### config.mk
export PLATFORM = sky130hd
export DESIGN_NAME = mux4way_rr
export DESIGN_NICKNAME = d
export VERILOG_FILES = /design/src/rtl/mux4way_rr.sv
export SDC_FILE = /design/constraint.sdc
export NUM_CORES = 1
export LEC_CHECK = 0
export ABC_AREA = 1
export ABC_CLOCK_PERIOD_IN_PS = 3100
export BUFFER_PORTS_ARGS = -buffer_cell sky130_fd_sc_hd__buf_2
export CORE_MARGIN = 4
export CORE_UTILIZATION = 35
export DETAILED_ROUTE_END_ITERATION = 10
export GPL_TIMING_DRIVEN = 0
export PLACE_DENSITY = 0.65
export SETUP_SLACK_MARGIN = 0.5
export SYNTH_ARGS = -nofsm -noshare
export SYNTH_HDL_FRONTEND = slang
export SYNTH_SLANG_ARGS = --single-unit
### constraint.sdc
create_clock -name clk -period 3.1 [get_ports clk]
set_input_delay 0.155 -clock clk [delete_from_list [all_inputs] [get_ports clk]]
set_output_delay 0.155 -clock clk [all_outputs]
set_load 0.02 [all_outputs]
### src/rtl/mux4way_rr.sv
// rtl/mux4way_rr.sv - four-source round-robin merger into a single tagged output register
module mux4way_rr #(
    parameter int WIDTH = 16
) (
    input  logic             clk,
    input  logic             rst_n,
    input  logic [WIDTH-1:0] a_data,
    input  logic [WIDTH-1:0] b_data,
    input  logic [WIDTH-1:0] c_data,
    input  logic [WIDTH-1:0] d_data,
    input  logic             a_valid,
    input  logic             b_valid,
    input  logic             c_valid,
    input  logic             d_valid,
    output logic             a_ready,
    output logic             b_ready,
    output logic             c_ready,
    output logic             d_ready,
    output logic [WIDTH-1:0] out_data,
    output logic [1:0]       out_sel,
    output logic             out_valid,
    input  logic             out_ready
);

    // Occupancy of the output register; EMPTY/FULL is exactly out_valid.
    typedef enum logic {
        ST_EMPTY = 1'b0,
        ST_FULL  = 1'b1
    } state_t;

    state_t           state_q, state_d;
    logic [WIDTH-1:0] data_q, data_d;
    logic [1:0]       sel_q, sel_d;
    logic [1:0]       ptr_q, ptr_d;

    logic [3:0]       valid_vec;
    logic [3:0]       grant;
    logic             grant_any;
    logic [1:0]       grant_idx;
    logic [1:0]       cand;
    logic             load_en;
    logic [WIDTH-1:0] grant_data;

    assign valid_vec = {d_valid, c_valid, b_valid, a_valid};

    // The register can take a word when it is empty or draining this cycle.
    assign load_en = (state_q == ST_EMPTY) || out_ready;

    // Round-robin scan starting at ptr; first valid source wins.
    always_comb begin
        grant_any = 1'b0;
        grant_idx = 2'd0;
        cand      = 2'd0;
        for (int i = 0; i < 4; i++) begin
            cand = ptr_q + 2'(i);
            if (!grant_any && valid_vec[cand]) begin
                grant_any = 1'b1;
                grant_idx = cand;
            end
        end
    end

    // One-hot grant vector and the selected source word.
    always_comb begin
        grant = grant_any ? (4'b0001 << grant_idx) : 4'b0000;
        case (grant_idx)
            2'd0:    grant_data = a_data;
            2'd1:    grant_data = b_data;
            2'd2:    grant_data = c_data;
            default: grant_data = d_data;
        endcase
    end

    // Readies are forced low while reset is asserted, even though the
    // register reads as empty then.
    assign a_ready = rst_n && load_en && grant[0];
    assign b_ready = rst_n && load_en && grant[1];
    assign c_ready = rst_n && load_en && grant[2];
    assign d_ready = rst_n && load_en && grant[3];

    // Next state: load on accept, empty on idle drain, otherwise hold.
    always_comb begin
        state_d = state_q;
        data_d  = data_q;
        sel_d   = sel_q;
        ptr_d   = ptr_q;
        if (load_en) begin
            if (grant_any) begin
                state_d = ST_FULL;
                data_d  = grant_data;
                sel_d   = grant_idx;
                ptr_d   = grant_idx + 2'd1;
            end else begin
                state_d = ST_EMPTY;
            end
        end
    end

    // Output register and priority pointer.
    always_ff @(posedge clk or negedge rst_n) begin
        if (!rst_n) begin
            state_q <= ST_EMPTY;
            data_q  <= '0;
            sel_q   <= 2'd0;
            ptr_q   <= 2'd0;
        end else begin
            state_q <= state_d;
            data_q  <= data_d;
            sel_q   <= sel_d;
            ptr_q   <= ptr_d;
        end
    end

    assign out_valid = (state_q == ST_FULL);
    assign out_data  = data_q;
    assign out_sel   = sel_q;

endmodule

Word-level counts from Yosys, hierarchy flattened --
Index checks and enable logic that the tools add are counted. W data, S select, Z words.
Storage, ports and cells: flip-flop bits (word level) 21, logic and storage cells 49, output and inout port bits 23
Operators by class: eq/ne operators 2, mux-type cells 19, $lt $le $gt $ge 4, add/sub/neg operators 4, reductions and logical operators 14, shift operators 1, bitwise logic cells 1
Operator list (count):
- $pmux W16 S3 | 1
- $lt A2 B3 Y1 const B | 4
- $mux W1 | 9
- $bmux W1 S2 | 4
- $logic_and A1 B1 Y1 | 8
- $mux W2 | 4
- $add A2 B1 Y2 const B | 2
- $add A2 B2 Y2 const B | 2
- $mux W4 | 1
- $shl A1 B2 Y4 const A | 1
- $logic_not A1 Y1 | 3
- $eq A2 B1 Y1 const B | 1
- $eq A2 B2 Y1 const B | 1
- $logic_not A2 Y1 | 1
- $reduce_and A2 Y1 | 1
- $logic_or A1 B1 Y1 | 1
- $not A1 Y1 | 1

Longest topological paths before layout --
Gate-level depths: netlist of run 1.
depth after elaboration 15, gate-level depth with buffers 17

Least setup slack after synthesis of run 1 --
Ideal clock, no wire load.
path type reg2reg, from reg ptr_q[0], to reg data_q[6] (netlist: out_data[6]), buffers on the path 3, clock period less this slack 2463 ps, library setup time 83 ps, arrival 2381 ps, data required time 3017 ps, cell stages (with the launch flop) 17, setup slack 637 ps, cell sequence dfrtp_1 buf_4 nand2_1 nand2_1 nand2_1 nand2_1 nor2_4 nand3_1 nand3_1 nand2_1 inv_1 ha_1 clkbuf_1 clkbuf_1 a21oi_1 a32o_1 o21ai_0
Between the ends: cells in the longest elaborated chain, start to end 14, elaborated cells on any way between the ends 30, those cells by class 3 x add/sub; 2 x eq/ne; 17 x mux; 8 x reduce/logical
RTL lines:
- start, declared | line 34 | logic [1:0] ptr_q, ptr_d;
- start signal, assigned | line 110 | ptr_q <= ptr_d;
- branches (longest 11 deep; another with $add A2 B1 Y2)
- $mux W2 (*) | line 56 | if (!grant_any && valid_vec[cand]) begin
- via grant_idx[1] | line 39 | logic [1:0] grant_idx;
- $eq A2 B2 Y1 (tied with other cells) | line 66 | case (grant_idx)
- $pmux W16 S3 (*) | line 66
- end signal, assigned | line 108 | data_q <= data_d;
- end, declared | line 32 | logic [WIDTH-1:0] data_q, data_d;
Mark *: on every way through the listed nets, which the timed path passes. The select of a mux whose other input is x is not followed. A chain may end at the register's enable or synchronous reset.

Worst setup path after layout of run 1 --
from reg ptr_q[0], to out b_ready
Between the ends: cells in the longest elaborated chain, start to end 15, elaborated cells on any way between the ends 28, those cells by class 3 x add/sub; 1 x shift; 17 x mux; 7 x reduce/logical
RTL lines:
- branches (longest 11 deep; another with $add A2 B1 Y2)
- $mux W2 (*) | line 56
- via grant_idx[0] | line 39
- $shl A1 B2 Y4 (*) | line 65 | grant = grant_any ? (4'b0001 << grant_idx) : 4'b0000;
- $mux W4 (*) | line 65
- $logic_and A1 B1 Y1 (*) | line 77 | assign b_ready = rst_n && load_en && grant[1];
- end, declared | line 16 | output logic b_ready,
Marked as above.

==> metrics.yaml, run 1 <==
status: "complete, no violations"
overflow: 0
finalMaxSlewViolations: 0
yosys.cell_types.count: 19
initial_core_util: 0.364
die-area_sq_mm: 0.00570
cts_htree_levels: 1
setup_viol: 0
firstDrtPassIters: 4
antenna_left: 0
cp.required_ns: 2.94
cts_root_buf: "clkbuf_8"
ys_ff_latch: 21
fin_total_pwr_mw: 3.82
critPathArrivalTime_ns: 2.35
syn_inst: 236
drt_iter0_markers: 98
die_w_microns: 75.5
tightest_slew_ns: 0.475
cts_buffer_depth: 2
cp-start-kind: "flop"
fin_nets: 420
tritoncts: "built"
netlist_area_sq_mm: 0.00160
clock_latency_ns: 0.26
max_freq_mhz: 399
area_growth_syn_to_layout_pct: 52.8
rows: 24
gp_congestion: 0.803
ys_seq_area_frac: 0.329
insertedDiodeCount: 0
regArea_sq_um: 527
ys_warn_count: 0
syn-num-nets: 312
multi_input_area_sq_um: 953
tns_ns: 0
dp_hpwl_microns: 3840
crit_fanout: 10
criticalPathCategory: "reg2out"
gr-usage-all-layers: 0.173
finalHoldViolCount: 0
grt_pass1_vias: 1689
relSlewSlack: 0.681
ios: 94
mostFrequentLayoutCells: "buf_2 (91), nand2_1 (82), inv_1 (28), dfrtp_1 (20), a21oi_1 (17)"
n_fill_cell: 428
antenna_found_initial: 0
vias: 1894
place_ws_ns: 0.0479
drc: 0
cts.clk_slew.worst_paths_ns: 0.08
drt-vias-per-instance: 4.79
numClockSinks: 21
synth.avg_cell_area_sq_um: 6.76
hold_path.class: "in2reg"
wl_per_cell_microns: 12.9
setup_slack_ns: 0.593
port_buffers: 93
drt-total-wl_microns: 5100
cts_buffers: 3
leakage_nw: 1.34
rsz0062_at_grt: "yes"
core_area_sq_mm: 0.00438
power_density_mw_per_mm2: 1570
cap_violations: 0
layout-drive-gt1-share: 0.423
die_height_microns: 75.5
final.period_utilization: 0.809
cp-end-kind: "output pin"
finClkSkew_ns: 0.00416
final_common_cell: "buf_2"
timing.final.crit_period_ns: 2.51
peakVddDrop_v: 0.000823
grt_max_degree: 23
grt_pass1_wl_microns: 7570
-- state kept, by name (all words and copies together) (netlist names) --
signal and flops:
ptr_q 2, out_data 16, out_sel 2, out_valid 1
-- final timing paths --
check | startpoint | to | slack, ns | cells past startpoint
hold reg to reg | out_sel[1] | out_sel[1] | 0.49 | 2
setup reg to reg | ptr_q[0] | out_data[14] | 0.66 | 15
setup / recovery | ptr_q[0] | b_ready | 0.59 | 15
min in group asynchronous | rst_n | out_data[7] | 0.38 | 2
hold / removal | out_ready | out_valid | 0.18 | 4
max in group asynchronous | rst_n | ptr_q[1] | 2.37 | 2
-- critical path, stage by stage (launching register included) --
cell,delay (ns)
dfrtp_1,0.41
buf_6,0.15
nand2_1,0.09
nand3_1,0.11
nand2_1,0.11
inv_1,0.11
nand3_4,0.13
nand2_2,0.08
nand2_4,0.10
inv_2,0.06
ha_1,0.21
buf_6,0.12
buf_8,0.13
nand3_1,0.09
inv_1,0.04
buf_4,0.15
-- cells by family after synthesis --
family	after synthesis	synth area share
adders and majority gates	5	0.0392
buffers and inverters	47	0.125
and+or+nand+nor	108	0.282
DFF	21	0.329
AOI/OAI and AO/OA	55	0.224
-- synth_stat cells --
cell | instances | area (sq um)
nor2_4 | 1 | 11.3
a32o_1 | 16 | 160
nand2_1 | 89 | 334
buf_4 | 4 | 30.0
o21ai_0 | 12 | 60.1
a21oi_1 | 17 | 85.1
nor2_1 | 2 | 7.51
nand2_2 | 3 | 18.8
a21boi_0 | 1 | 7.51
dfrtp_1 | 21 | 526
inv_1 | 31 | 116
ha_1 | 5 | 62.6
nand3_4 | 1 | 17.5
nand3_1 | 11 | 55.1
clkbuf_1 | 9 | 33.8
inv_2 | 2 | 7.51
nand4_1 | 1 | 6.26
o21ai_1 | 9 | 45.0
buf_6 | 1 | 11.3
-- power breakdown --
group / leakage (nW) / internal, mW / switching, mW / total [mW]
logic: 1.06 / 1.43 / 1.69 / 3.13
clock network: 0.0255 / 0.0895 / 0.0882 / 0.178
registers: 0.255 / 0.434 / 0.0864 / 0.520
-- timing repair --
| action | in CTS | in global routing |
|---|---|---|
| gates resized for setup | 27 | 32 |
| endpoints found under the hold margin | 21 | 0 |
| setup buffers | 2 | 7 |
| setup endpoints to repair | 17 | 16 |
| pin swaps | 2 | 7 |
| hold buffers | 1 | 0 |
-- per-stage QoR --
step | instance area [sq um] | utilization | instances | hold slack, ns
floorplan | 1600 | - | 236 | -0.141
global placement | 2130 | 0.485 | 381 | 0.142
detailed placement | 2130 | 0.485 | 381 | 0.140
CTS | 2280 | 0.520 | 388 | 0.182
global route | 2440 | 0.556 | 395 | 0.240
finish | 2440 | 0.556 | 395 | 0.179
-- cell type report --
type                            instances  share of cell area
Inverter                               33              0.0518
Multi-Input combinational cell        168               0.391
Tap cell                               52              0.0267
Sequential cell                        21               0.216
Timing Repair Buffer                  103               0.233
Clock buffer                            3              0.0169
Buffer                                 14              0.0626
Clock inverter                          1             0.00205
-- routing by layer --
layer | routed length (microns) | part of all wire | GRT usage | vias to the layer above
li1 | - | - | - | 984
met1 | 2320 | 0.45 | 0.241 | 832
met2 | 2370 | 0.47 | 0.272 | 74
met3 | 373 | 0.073 | 0.0343 | 4
met4 | 34 | 0.0067 | 0.0485 | 0
met5 | 0 | 0 | 0 | -
Note: power is estimated with default switching activity, not from simulation.
==> run 2: changes to the inputs <==
--- a/config.mk
+++ b/config.mk
@@ -6,7 +6,7 @@
 export NUM_CORES = 1
 export LEC_CHECK = 0
 export ABC_AREA = 1
-export ABC_CLOCK_PERIOD_IN_PS = 3100
+export ABC_CLOCK_PERIOD_IN_PS = 2500
 export BUFFER_PORTS_ARGS = -buffer_cell sky130_fd_sc_hd__buf_2
 export CORE_MARGIN = 4
 export CORE_UTILIZATION = 35
==> constraint.sdc (replaced) <==
create_clock -name clk -period 2.5 [get_ports clk]
set_input_delay 0.125 -clock clk [delete_from_list [all_inputs] [get_ports clk]]
set_output_delay 0.125 -clock clk [all_outputs]
set_load 0.02 [all_outputs]
==> run 2 against run 1 <==
- first-iteration DRC count grew 24%
- power grew 62%
- setup slack got worse by 0.57 ns
- combinational power increased by 70%
- count of clock-buffer cells in the layout unchanged
- critical endpoint unchanged
- largest cell class unchanged
==> metrics.yaml, run 2 (synthesis results as in run 1) <==
status: "complete, no violations"
die_height_microns: 75.5  # unchanged
core_area_sq_mm: 0.00438  # unchanged
antenna_left: 0  # unchanged
finClkSkew_ns: 0.00468  # +0.000521 ns
die_w_microns: 75.5  # unchanged
numClockSinks: 21  # unchanged
die-area_sq_mm: 0.00570  # unchanged
tns_ns: 0  # unchanged
critPathArrivalTime_ns: 2.36  # about the same
grt_max_degree: 22  # -4.3%
grt_pass1_wl_microns: 8570  # +13%
placed_area_sq_mm: 0.00230  # +8.4%
cts.clk_slew.worst_paths_ns: 0.07  # about the same
fin_total_pwr_mw: 6.18  # +62%
hp-start: "out_ready"
area_growth_syn_to_layout_pct: 87.0
drt_iter0_markers: 122  # +24%
criticalPathCategory: "reg2out"
final.period_utilization: 0.992
cts_root_buf: "clkbuf_8"
hold_end: "out_valid"
r2r_cells: 17  # +2
tritoncts: "built"
drc: 0  # unchanged
crit_fanout: 6  # -4
final_common_cell: "buf_2"
vias: 2108  # +11%
largest_reg_flops: 16  # unchanged
cts_htree_levels: 1  # unchanged
fin_nets: 444  # +5.7%
rsz0062_at_grt: "yes"
comb_power_share: 0.858  # +0.041
cp_common_cell: "nand2_2"
slowest_delay_ns: 0.46  # +0.05 ns
gr-usage-all-layers: 0.195  # +0.0222
whs_path_depth: 4  # unchanged
finalHoldViolCount: 0  # unchanged
timing.rr.start: "ptr_q[0]"
antenna_found_initial: 0  # unchanged
overflow: 0  # unchanged
ios: 94  # unchanged
gp_congestion: 0.850  # +5.9%
relSlewSlack: 0.347  # -0.334
slowest_stage: "dfrtp_2"
hold_path.class: "in2reg"
design_area_sq_mm: 0.00298  # +22%
finalMaxSlewViolations: 0  # unchanged
peakVddDrop_v: 0.00106  # +28%
grt_pass1_vias: 1852  # +9.7%
crit_family: "simple AND/OR/NAND/NOR gates"
cap_violations: 0  # unchanged
netSwitchingPower_mw: 2.87  # +54%
cp.required_ns: 2.38  # -0.56 ns
crit_path_start: "ptr_q[0]"
power_density_mw_per_mm2: 2070  # +32%
p_int_mw: 3.31  # +69%
cp-start-kind: "flop"
holdWs_ns: 0.162  # -0.0171 ns
setup_viol: 0  # unchanged
wl_per_cell_microns: 15.0  # +16%
initial_core_util: 0.364  # unchanged
r2r_end: "out_data[4]"
tightest_slew_ns: 0.977  # +0.502 ns
pwr-share-clk: 0.037  # -0.009
clock_latency_ns: 0.27  # about the same
drt-vias-per-instance: 5.03  # +4.9%
crit_chain: "inv_4 -> nand2_1 -> nand2_4 -> nand2_2 -> nand2_2 -> nor2_1 -> nor2_1 -> nand2_2 -> nand2_4 -> inv_4 -> ha_4 -> clkbuf_8 -> clkbuf_16 -> nand3_4 -> inv_2 -> buf_6"
swShare: 0.465  # -0.0236
cts_buffers: 3  # unchanged
firstDrtPassIters: 4  # unchanged
dp_hpwl_microns: 4020  # +4.7%
timing.final.crit_period_ns: 2.48
rows: 24  # unchanged
leakage_nw: 1.57  # +17%
final_core_util: 0.680  # +0.124
drt-total-wl_microns: 6270  # +23%
max_freq_mhz: 403
insertedDiodeCount: 0  # unchanged
r2r_slack_ns: 0.04  # -0.62 ns
port_buffers: 93  # unchanged
p_seq_frac: 0.105  # -0.031
cp-end-kind: "output pin"
layout-drive-gt1-share: 0.602  # +0.179
cts_buffer_depth: 2  # unchanged
mostFrequentLayoutCells: "buf_2 (89), nand2_1 (68), buf_4 (24), inv_1 (23), dfrtp_1 (19)"
crit_buf_inv: 6  # -1
[run 2: cell count changes in the layout (fill, tap and decap cells not counted), moves of 8 or more]
cell,delta
nand2_4,+8
buf_4,+11
buf_6,+11
nand2_1,-14
a21oi_1,-16
a21oi_2,+15
o21ai_0,-10
[run 2: final cells by class]
class	count	area, sq um
Buffer	14	226
Inverter	33	134
Fill cell	352	1400
Sequential cell	21	528
Timing Repair Buffer	127	805
Tap cell	52	65.1
Clock buffer	3	41.3
Clock inverter	1	5.00
Multi-Input combinational cell	168	1180
[run 2: through the flow]
step / instances / setup slack [ns]
2_1_floorplan: 236 / 0.378
3_3_place_gp: 381 / 0.123
3_5_place_dp: 381 / 0.0747
4_1_cts: 411 / 0.136
5_1_grt: 419 / -0.102
6_report: 419 / 0.0188
[run 2: how the worst max path moves through the flow]
stage | to | slack [ns] | depth (start not counted)
after CTS | c_ready | 0.14 | 14
after floorplan | out_data[0] | 0.38 | 15
after global routing | b_ready | -0.10 | 16
final | b_ready | 0.02 | 16
after detailed placement | out_data[4] | 0.07 | 14
after global placement | out_data[15] | 0.12 | 14
[run 2: worst register-to-register path, cell delays in order, from the launching register on]
cell and delay, ns:
dfrtp_2 0.46, buf_6 0.16, nand2_1 0.11, o21ai_4 0.08
nand2_2 0.08, nand2_2 0.06, nor2_1 0.13, nor2_1 0.08
nand2_2 0.10, nand2_4 0.10, inv_4 0.08, ha_4 0.12
clkbuf_8 0.12, clkbuf_16 0.13, buf_6 0.13, nand2_1 0.06
a32o_2 0.27, o21ai_1 0.12
[run 2: timing repair]
item / CTS / global route
cloned: 2 / 0
setup buffers: 23 / 8
endpoints found under the setup margin: 20 / 21
resized for setup: 60 / 38
endpoints found under the hold margin: 21 / 0
hold buffers: 1 / 0
pin swaps: 31 / 18
[run 2: metal layers]
metal | global-route usage | wire length, microns | share of wire | vias to the layer above
li1 | - | - | - | 1030
met1 | 0.246 | 2620 | 0.42 | 977
met2 | 0.346 | 3000 | 0.48 | 89
met3 | 0.0435 | 509 | 0.081 | 12
met4 | 0.0291 | 131 | 0.021 | 0
met5 | 0 | 0 | 0 | -
[run 2: power by group through the flow]
stage	Clock (mW)	Combinational [mW]	Sequential [mW]
final	0.229	5.31	0.646
after CTS	0.232	4.80	0.635
after detailed placement	0	3.68	0.633
after global placement	0	3.65	0.630
after floorplan	0	2.65	0.818
after global routing	0.254	5.72	0.665
==> run 3: changes to the inputs <==
--- a/config.mk
+++ b/config.mk
@@ -6,8 +6,8 @@
 export NUM_CORES = 1
 export LEC_CHECK = 0
 export ABC_AREA = 1
-export ABC_CLOCK_PERIOD_IN_PS = 2500
-export BUFFER_PORTS_ARGS = -buffer_cell sky130_fd_sc_hd__buf_2
+export ABC_CLOCK_PERIOD_IN_PS = 2700
+export BUFFER_PORTS_ARGS = -buffer_cell sky130_fd_sc_hd__buf_4
 export CORE_MARGIN = 4
 export CORE_UTILIZATION = 35
 export DETAILED_ROUTE_END_ITERATION = 10
==> constraint.sdc (replaced) <==
create_clock -name clk -period 2.7 [get_ports clk]
set_input_delay 0.135 -clock clk [delete_from_list [all_inputs] [get_ports clk]]
set_output_delay 0.135 -clock clk [all_outputs]
set_load 0.02 [all_outputs]
==> run 3 against run 2 <==
- critical path depth grew 1
- non-clock buffer count grew 3
- global-route usage grew 1.2 points
- hold slack lost 0.0015 ns
- clock skew shrank 0.0010 ns
- setup slack gained 0.086 ns
- die area is the same
- routed wire length grew 13%
- critical path type unchanged
==> metrics.yaml, run 3 (synthesis results as in run 1) <==
status: "complete, no violations"
finClkSkew_ns: 0.00364  # -0.00103 ns
grt-busiest-layer: "met2"
critPathArrivalTime_ns: 2.46  # +0.10 ns
cp-start-kind: "flop"
cts.clk_slew.worst_paths_ns: 0.08  # about the same
rows: 24  # unchanged
design_area_sq_mm: 0.00325  # +9.0%
cp.required_ns: 2.57  # +0.19 ns
vias: 2183  # +3.6%
grt_pass1_wl_microns: 9110  # +6.3%
firstDrtPassIters: 4  # unchanged
setup_viol: 0  # unchanged
ios: 94  # unchanged
grt_max_degree: 23  # +4.5%
largest_reg_flops: 16  # unchanged
clock_latency_ns: 0.26  # about the same
finalHoldViolCount: 0  # unchanged
tritoncts: "built"
hold_path.class: "in2reg"
cp-end-kind: "output pin"
criticalPathCategory: "reg2out"
dp_hpwl_microns: 4140  # +3.0%
gr-usage-all-layers: 0.207  # +0.0125
placed_area_sq_mm: 0.00242  # +4.9%
crit_fanout: 6  # unchanged
grtUsageMet1: 0.255  # +0.00816
area_growth_syn_to_layout_pct: 104
antenna_found_initial: 0  # unchanged
tightest_slew_ns: 0.849  # -0.127 ns
insertedDiodeCount: 0  # unchanged
overflow: 0  # unchanged
finalMaxSlewViolations: 0  # unchanged
drt-total-wl_microns: 7060  # +13%
drc: 0  # unchanged
gp_congestion: 0.794  # -6.6%
met3_usage: 0.0330  # -0.0106
die-area_sq_mm: 0.00570  # unchanged
die_height_microns: 75.5  # unchanged
numClockSinks: 21  # unchanged
mostFrequentLayoutCells: "buf_4 (107), nand2_1 (72), buf_6 (22), inv_1 (22), dfrtp_1 (20)"
layout-drive-gt1-share: 0.597  # -0.00488
cts_htree_levels: 1  # unchanged
cts_buffer_depth: 2  # unchanged
antenna_left: 0  # unchanged
relSlewSlack: 0.429  # +0.0818
rsz0062_at_grt: "yes"
cts_root_buf: "clkbuf_8"
use_met2: 0.384  # +0.0374
final_common_cell: "buf_4"
grt_pass1_vias: 1949  # +5.2%
max_freq_mhz: 385
drt-vias-per-instance: 5.17  # +2.8%
drt_iter0_markers: 97  # -20%
core_area_sq_mm: 0.00438  # unchanged
wl_per_cell_microns: 16.7  # +12%
initial_core_util: 0.364  # unchanged
timing.final.crit_period_ns: 2.59
port_buffers: 93  # unchanged
fin_nets: 447  # +0.68%
cts_buffers: 3  # unchanged
cap_violations: 0  # unchanged
die_w_microns: 75.5  # unchanged
final.period_utilization: 0.961
run 3: cell count changes in the layout (fill, tap and decap cells not counted), sizes merged:
cell | before | now
buf | 131 | 139
clkinv | 1 | 0
clkbuf | 12 | 8
run 3: final timing paths:
| check | startpoint | to | slack (ns) | cells after the start |
|---|---|---|---|---|
| max | ptr_q[0] | b_ready | 0.11 | 17 |
| min | out_ready | out_valid | 0.16 | 4 |
| max reg2reg | ptr_q[0] | out_data[0] | 0.21 | 16 |
| min reg2reg | out_sel[1] | out_sel[1] | 0.49 | 2 |
| max in group asynchronous | rst_n | ptr_q[1] | 2.15 | 2 |
| min in group asynchronous | rst_n | out_data[1] | 0.31 | 2 |
run 3: timing repair:
| action | CTS | global route |
|---|---|---|
| setup endpoints to repair | 20 | 21 |
| resized for setup | 59 | 76 |
| setup buffers | 26 | 9 |
| cloned | 1 | 0 |
| hold endpoints to repair | 21 | 0 |
| hold buffers | 1 | 0 |
| pin swaps | 26 | 36 |
run 3: critical path: stages (launching register included):
cell	delay (ns)
dfrtp_1	0.42
inv_2	0.12
nand2_1	0.10
nand2_4	0.09
buf_4	0.11
inv_2	0.02
nand2_1	0.05
nand2_1	0.08
a21oi_1	0.18
nand2_1	0.13
nand2_4	0.16
inv_4	0.06
ha_4	0.16
clkbuf_8	0.14
clkbuf_16	0.14
nand3_2	0.07
inv_2	0.05
buf_6	0.12
run 3: layout make-up:
| type | instances | area (sq um) |
|---|---|---|
| timing repair buffer | 130 | 1110 |
| inverter | 33 | 131 |
| tap | 52 | 65.1 |
| clock buffer | 4 | 45.0 |
| sequential | 21 | 527 |
| buffer | 14 | 205 |
| multi-input combinational | 168 | 1160 |
| fill | 334 | 1130 |
run 3: metrics by stage:
stage	setup slack (ns)	TNS (ns)	instances	util	hold slack (ns)
2_1_floorplan	0.510	0	236	-	-0.161
3_3_place_gp	0.150	0	381	0.552	0.0394
3_5_place_dp	0.149	0	381	0.552	0.0452
4_1_cts	0.309	0	413	0.662	0.157
5_1_grt	-0.00833	-0.00833	422	0.741	0.189
6_report	0.105	0	422	0.741	0.160
run 3: metal layers:
layer,up-vias,share of wire
met5,-,0
met4,0,0.024
met3,14,0.084
met2,91,0.50
met1,1033,0.39
li1,1045,-
Power of run 3 is not shown: default switching activity piles up to over one toggle a cycle in this logic, so the estimate is an artifact.
